`src/rtl/alu_pkg.sv`:
```
// Shared ALU encodings and the multiply sequencer state type.
package alu_pkg;

  localparam logic [4:0] FS_PASS_A16 = 5'b10000;
  localparam logic [4:0] FS_ADD16    = 5'b10100;
  localparam logic [4:0] FS_LSL16    = 5'b11011;

  // ALU flag register bit positions
  localparam int Z = 3;
  localparam int C = 2;
  localparam int N = 1;
  localparam int O = 0;

  typedef enum logic [1:0] {
    IDLE  = 2'd0,
    ADD   = 2'd1,
    SHIFT = 2'd2,
    DONE  = 2'd3
  } mul_state_t;

endpackage

```
`src/rtl/alu_mul_sequencer.sv`:
```
// Unsigned shift-and-add multiplier that borrows the shared 16-bit ALU,
// one micro-op per cycle, with valid/ready request and response channels.
//
// state | meaning
// IDLE  | ready for operands, ALU not owned
// ADD   | prod + mcand (or pass prod) through ALU depending on mplr[0]
// SHIFT | mcand << 1 through ALU, mplr shifted internally
// DONE  | product held on the response channel until accepted
module alu_mul_sequencer
  import alu_pkg::*;
#(
  parameter int WIDTH = 8,
  parameter int CNT_W = $clog2(WIDTH)
) (
  input  logic             Clock,
  input  logic             Reset,
  input  logic             req_valid,
  output logic             req_ready,
  input  logic [WIDTH-1:0] req_a,
  input  logic [WIDTH-1:0] req_b,
  output logic             rsp_valid,
  input  logic             rsp_ready,
  output logic [15:0]      rsp_product,
  output logic             rsp_zero,
  output logic [15:0]      alu_a,
  output logic [15:0]      alu_b,
  output logic [4:0]       alu_funsel,
  output logic             alu_wf,
  input  logic [15:0]      alu_out,
  output logic             busy
);

  mul_state_t       state;
  logic [15:0]      prod;
  logic [15:0]      mcand;
  logic [WIDTH-1:0] mplr;
  logic [CNT_W-1:0] cnt;
  logic             last_iter;

  assign last_iter = (cnt == CNT_W'(WIDTH - 1));

  // Handshake/busy flags are registered alongside the state they decode.
  always_ff @(posedge Clock) begin
    if (Reset) begin
      state     <= IDLE;
      prod      <= '0;
      mcand     <= '0;
      mplr      <= '0;
      cnt       <= '0;
      req_ready <= 1'b1;
      rsp_valid <= 1'b0;
      busy      <= 1'b0;
    end else begin
      case (state)
        IDLE: begin
          if (req_valid) begin
            mcand     <= 16'(req_a);
            mplr      <= req_b;
            prod      <= '0;
            cnt       <= '0;
            state     <= ADD;
            req_ready <= 1'b0;
            busy      <= 1'b1;
          end
        end
        ADD: begin
          prod  <= alu_out;
          state <= SHIFT;
        end
        SHIFT: begin
          mcand <= alu_out;
          mplr  <= mplr >> 1;
          if (last_iter) begin
            state     <= DONE;
            rsp_valid <= 1'b1;
          end else begin
            cnt   <= cnt + CNT_W'(1);
            state <= ADD;
          end
        end
        DONE: begin
          if (rsp_ready) begin
            state     <= IDLE;
            rsp_valid <= 1'b0;
            req_ready <= 1'b1;
            busy      <= 1'b0;
          end
        end
        default: begin
          state     <= IDLE;
          req_ready <= 1'b1;
          rsp_valid <= 1'b0;
          busy      <= 1'b0;
        end
      endcase
    end
  end

  assign rsp_product = rsp_valid ? prod : 16'h0000;
  assign rsp_zero    = rsp_valid && (prod == 16'h0000);

  // Flags are written only on the final accumulation so they describe the product.
  always_comb begin
    alu_a      = 16'h0000;
    alu_b      = 16'h0000;
    alu_funsel = FS_PASS_A16;
    alu_wf     = 1'b0;
    case (state)
      ADD: begin
        alu_a      = prod;
        alu_b      = mcand;
        alu_funsel = mplr[0] ? FS_ADD16 : FS_PASS_A16;
        alu_wf     = last_iter;
      end
      SHIFT: begin
        alu_a      = mcand;
        alu_funsel = FS_LSL16;
      end
      default: begin
        alu_a      = 16'h0000;
        alu_funsel = FS_PASS_A16;
      end
    endcase
  end

endmodule
```
`config.mk`:
```
export PLATFORM = sky130hd
export DESIGN_NAME = alu_mul_sequencer
export DESIGN_NICKNAME = d
export VERILOG_FILES = /design/src/rtl/alu_pkg.sv /design/src/rtl/alu_mul_sequencer.sv
export SDC_FILE = /design/constraint.sdc
export NUM_CORES = 1
export LEC_CHECK = 0
export CORE_MARGIN = 2
export CORE_UTILIZATION = 49
export DETAILED_ROUTE_END_ITERATION = 16
export PLACE_DENSITY = 0.88
export SLEW_MARGIN = 30
export SYNTH_ARGS = -nofsm -noshare
export SYNTH_HDL_FRONTEND = slang
export SYNTH_SLANG_ARGS = --single-unit
```
`constraint.sdc`:
```
create_clock -name Clock -period 3.6 [get_ports Clock]
set_input_delay 0.54 -clock Clock [delete_from_list [all_inputs] [get_ports Clock]]
set_output_delay 0.54 -clock Clock [all_outputs]
set_load 0.01 [all_outputs]
```
# Yosys cells after proc, flatten, opt, wreduce, memory -nomap -nowiden
# Cells that the tools add are included.
op_classes:
  n_addsub: 1
  eq_ne: 8
  n_mux: 27
  reduce_logical: 13
op_table:
  columns: ["operator", "n"]
  rows:
  - ["one-hot mux 16 bit (2 select lines)", 3]
  - ["two-way mux 16 bit", 4]
  - ["zero test 16 bit", 1]
  - ["one-hot mux 8 bit (2 select lines)", 1]
  - ["two-way mux 3 bit", 3]
  - ["AND reduction 3 bit", 3]
  - ["two-way mux 8 bit", 1]
  - ["!= test 2 bit, second input constant", 4]
  - ["one-hot mux 2 bit (4 select lines)", 1]
  - ["one-hot mux 4 bit (2 select lines)", 1]
  - ["nonzero test 2 bit", 4]
  - ["two-way mux 1 bit", 6]
  - ["two-way mux 2 bit", 3]
  - ["one-hot mux 1 bit (2 select lines)", 3]
  - ["one-hot mux 3 bit (2 select lines)", 1]
  - ["AND reduction 2 bit", 3]
  - ["== test 2 bit, second input constant", 2]
  - ["adder 3 x 1 -> 3 bit, second input constant", 1]
  - ["== test 3 bit, second input constant", 1]
  - ["== test 2 x 1 -> 1 bit, second input constant", 1]
  - ["zero test 2 bit", 1]
  - ["logical AND 1 bit", 1]
word_totals:
  register_bits: 48
  out_inout_bits: 58
  wordCells: 57

# Depth between registers and ports, before layout
logic_depth:
  depth_word: 3
  depth_mapped: 8
  mapped_depth_nobuf: 5

# Worst setup path before layout
# OpenSTA, ideal clock, no wires.
synth_path:
  path_type: "reg-to-output"
  from: "reg state[0]"
  to: "out alu_a[0]"
  arrival_time_ps: 1409
  required_ps: 3060
  slack_ps: 1651
  stages_incl_launch_ff: 7
  cell_sequence: "dfxtp_1 inv_1 ha_1 buf_4 clkbuf_1 a22oi_1 nor2b_1"
synth_via:
  elab_chain_cells: 2
  word_cells_on_any_way: 3
synth_lines:
  columns: ["element", "line_no", "text"]
  rows:
  - ["from (decl)", "alu_mul_sequencer.sv:33", "mul_state_t state;"]
  - ["from (signal assigned)", "alu_mul_sequencer.sv:45", "state <= IDLE;"]
  - ["from (signal assigned)", "alu_mul_sequencer.sv:61", "state <= ADD;"]
  - ["from (signal assigned)", "alu_mul_sequencer.sv:68", "state <= SHIFT;"]
  - ["== test 2 bit / == test 2 x 1 -> 1 bit (equally long branches)", "alu_mul_sequencer.sv:108", "case (state)"]
  - ["one-hot mux 16 bit (2 select lines) (*)", "alu_mul_sequencer.sv:108", null]
  - ["to (decl)", "alu_mul_sequencer.sv:25", "output logic [15:0] alu_a,"]
# Mark *: on every way between the ends. The rest lies on a longest branch, timed or not.

# Final worst setup path
layout_path:
  from: "reg state[0]"
  to: "out alu_a[3]"
# The elaborated chain is that of the path after synthesis.

==> qor.log <==
[floorplanning] placeable core region 5140 µm²
[routing] Detailed Route Iter0 Violations 153
[floorplanning] die height 77.3 µm
[sta] post-route fraction of the period consumed by the critical path 0.851
[pwr] cell leakage power 0.00125 µW
[sta] RSZ-0062 raised after global routing false
[global_routing] gr ovfl total 0
[global_routing] maximum number of pins on one net before global-route repair 49
[cells_and_area] layout overhead on the synthesized area 38.3%
[synthesis] flip-flop and latch count after synthesis 48
[run] MaxCap Viol Count 0
[worst_setup_path] maximum fanout count along the critical path 41
[synthesis] number of flops mapped to enable cells by yosys 0
[clock_network] clock root buffer sky130_fd_sc_hd__clkbuf_8
[routing] via count 2483
[sta] number of max-slew violations in the final report 0
[pwr] Power Total 2020 µW
[worst_setup_path] critical path endpoint category primary output
[routing] via count normalized by instance count 5.72
[clock_network] number of buffers added for setup after CTS 0
[global_routing] number of global-route vias before repair 2525
[sta] count of final hold-check violations 0
[clock_network] TritonCTS clock tree yes
[routing] remaining antenna violation count 0
[cells_and_area] layout net count 405
[floorplanning] cell row count 26
[pwr] Power Dens Cells 553 nW/µm²
[clock_network] number of hold buffers added after cts 0
[synthesis] Syn Area/Cell 9.11 µm²
[worst_setup_path] worst endpoint data arrival time 2.52 ns
[sta] Final TNS setup 0 ns
[floorplanning] die extent in x 77.3 µm
[floorplanning] die area 5980 µm²
[synthesis] number of instances in the synthesized netlist 289
[sta] Max Fclk 327 MHz
[cells_and_area] Fill cells 429
[routing] DRT Pass-1 Iters 4
[routing] Remaining DRCs 0
[synthesis] prevailing post-synth register cell sky130_fd_sc_hd__dfxtp_1
[routing] mean routed wirelength per cell 15.8 µm
[sta] total setup violations reported at the end of the flow 0
[clock_network] CTS clock-pin slew for the worst setup and hold paths 0.09 ns
[place] global placement routability congestion 0.783
[synthesis] nets in the synthesized netlist 331
[worst_setup_path] CP required 3.06 ns
[routing] sum of routed wire length over all layers 6.85 mm
[clock_network] # H-tree levels 2
[synthesis] Yosys warning total 0
[clock_network] PostCTS Resize Cnt 0
[cells_and_area] proportion of layout cells with a drive suffix above 1 0.0934
[place] quantity of I/O buffers inserted on ports 92
[synthesis] Async S/R FF share, synth 0
[synthesis] count of unique library cells instantiated by Yosys 35
[sta] Worst Clk Skew 0.00546 ns
[sta] post-layout minimum cycle time 3.06 ns
[sta] Relative slew margins 0.382
[synthesis] top cell type by total area after synthesis sky130_fd_sc_hd__dfxtp_1
[global_routing] GRT Total Usage 0.234
[worst_setup_path] startpoint class of the critical path flop
[global_routing] number of antenna violations at the first check in global routing 0
[cells_and_area] number of antenna repair diodes 0
[global_routing] wire length of the first global-routing pass 11.5 mm
[synthesis] most common cell in the netlist sky130_fd_sc_hd__dfxtp_1
[clock_network] TritonCTS Buffers 5
[synthesis] Post-synth top cells sky130_fd_sc_hd__dfxtp_1 (48), sky130_fd_sc_hd__nor2_1 (42), sky130_fd_sc_hd__and2_1 (34)
[floorplanning] # IOs 94
[outcome] outcome complete, no violations
[clock_network] clock insertion delay at the later pin of the skew report 0.30 ns
[clock_network] TritonCTS sink count 48
[clock_network] Max Buffers Root-to-Sink 2
[synthesis] mapped cell area 2630 µm²
[pwr] maximum resistive drop on vdd 0.373 mV
[synthesis] biggest area contributors in the synthesized netlist sky130_fd_sc_hd__dfxtp_1 (36%), sky130_fd_sc_hd__and2_1 (8.1%), sky130_fd_sc_hd__a32oi_1 (8.0%)
[synthesis] register area share after synthesis 0.365
[min_path] HP Class reg2reg
[sta] pin slew with the least headroom to its limit 0.927 ns
[worst_setup_path] critical path type reg2out
[synthesis] top-area cell type share of the netlist area 0.365
[place] DP HPWL 4.70 mm
[floorplanning] starting density of the core 0.512
## power breakdown
| group | internal (µW) | total, µW | leakage, µW | switching [µW] |
|---|---|---|---|---|
| Sequential | 631 | 711 | 0.000393 | 79.7 |
| Clock | 280 | 470 | 0.0000687 | 190 |
| Combinational | 363 | 834 | 0.000785 | 471 |
## registers in the layout, indices dropped and copies added, names as in the netlist
name,cells
rsp_valid,1
req_ready,1
mcand,16
cnt,3
state,2
mplr,8
busy,1
prod,16
## layout by cell type (no fill, tap or decap)
master and count:
sky130_fd_sc_hd__o21bai_1 2, sky130_fd_sc_hd__inv_6 1, sky130_fd_sc_hd__nor2b_1 17, sky130_fd_sc_hd__a21oi_1 9, sky130_fd_sc_hd__nor4b_1 1, sky130_fd_sc_hd__nand4b_1 1, sky130_fd_sc_hd__inv_1 3, sky130_fd_sc_hd__clkbuf_8 5
sky130_fd_sc_hd__ha_1 5, sky130_fd_sc_hd__mux2i_4 1, sky130_fd_sc_hd__a32oi_1 24, sky130_fd_sc_hd__mux2_4 1, sky130_fd_sc_hd__nor4_1 3, sky130_fd_sc_hd__nand3_1 2, sky130_fd_sc_hd__bufinv_16 2, sky130_fd_sc_hd__nand4_1 1
sky130_fd_sc_hd__nand3b_1 1, sky130_fd_sc_hd__buf_4 6, sky130_fd_sc_hd__a211oi_2 15, sky130_fd_sc_hd__clkdlybuf4s50_1 91, sky130_fd_sc_hd__a211oi_1 1, sky130_fd_sc_hd__o21ai_0 4, sky130_fd_sc_hd__a21boi_0 1, sky130_fd_sc_hd__nand2_1 2
sky130_fd_sc_hd__and2_1 34, sky130_fd_sc_hd__mux2i_2 1, sky130_fd_sc_hd__nor3_1 1, sky130_fd_sc_hd__nor2_1 42, sky130_fd_sc_hd__a31oi_1 1, sky130_fd_sc_hd__a22oi_1 16, sky130_fd_sc_hd__nand2b_1 2, sky130_fd_sc_hd__ha_2 1
sky130_fd_sc_hd__dfxtp_1 48, sky130_fd_sc_hd__a311oi_1 1, sky130_fd_sc_hd__and3_1 1, sky130_fd_sc_hd__mux2i_1 15, sky130_fd_sc_hd__o21ba_2 1, sky130_fd_sc_hd__conb_1 1
## per-stage QoR
step	cells	instance area (µm²)	setup slack [ns]	hold slack [ns]	utilization
after global placement	426	3500	1.00	0.449	0.681
after CTS	434	3640	0.559	0.472	0.708
after floorplan	289	2630	1.65	0.432	-
final	434	3640	0.538	0.474	0.709
after global routing	434	3640	0.421	0.505	0.709
after detailed placement	426	3500	0.913	0.456	0.681
## critical path, stage by stage (launching register included)
cell                              delay [ns]
sky130_fd_sc_hd__dfxtp_1                0.36
sky130_fd_sc_hd__inv_1                  0.10
sky130_fd_sc_hd__ha_2                   0.80
sky130_fd_sc_hd__a22oi_1                0.20
sky130_fd_sc_hd__nor2b_1                0.18
sky130_fd_sc_hd__clkdlybuf4s50_1        0.56
## cell type report
cell class	instances	area (µm²)	share of cell area
clock buffer	5	68.8	0.0189
clock inverter	3	68.8	0.0189
inverter	3	11.3	0.00309
multi-input combinational	208	1490	0.409
sequential	48	961	0.264
tap	70	87.6	0.0240
timing repair buffer	97	956	0.262
## routing by layer
| layer | part of all wire | GRT usage |
|---|---|---|
| met4 | 0.023 | 0.0893 |
| met3 | 0.057 | 0.0424 |
| met1 | 0.42 | 0.289 |
| met2 | 0.50 | 0.403 |
| met5 | 0 | 0 |
## cells by family after synthesis
kind of cell    Yosys count  synth area share
compound gates           75             0.242
flops                    48             0.365
mux                      18            0.0751
fa+ha+maj                 6            0.0285
buf+inv                  33            0.0722
other cells               1           0.00142
simple gates            108             0.216
## path summary, 6_finish.rpt
| kind | start | endpoint | slack, ns | cells after the start |
|---|---|---|---|---|
| worst max-delay path | state[0] | alu_a[3] | 0.54 | 5 |
| worst min-delay path | mplr[7] | mplr[7] | 0.47 | 2 |
| worst max register to register | state[0] | mcand[6] | 1.35 | 5 |
| worst min register to register | mplr[7] | mplr[7] | 0.47 | 2 |
No activity file was read; power rests on OpenSTA's default activity.
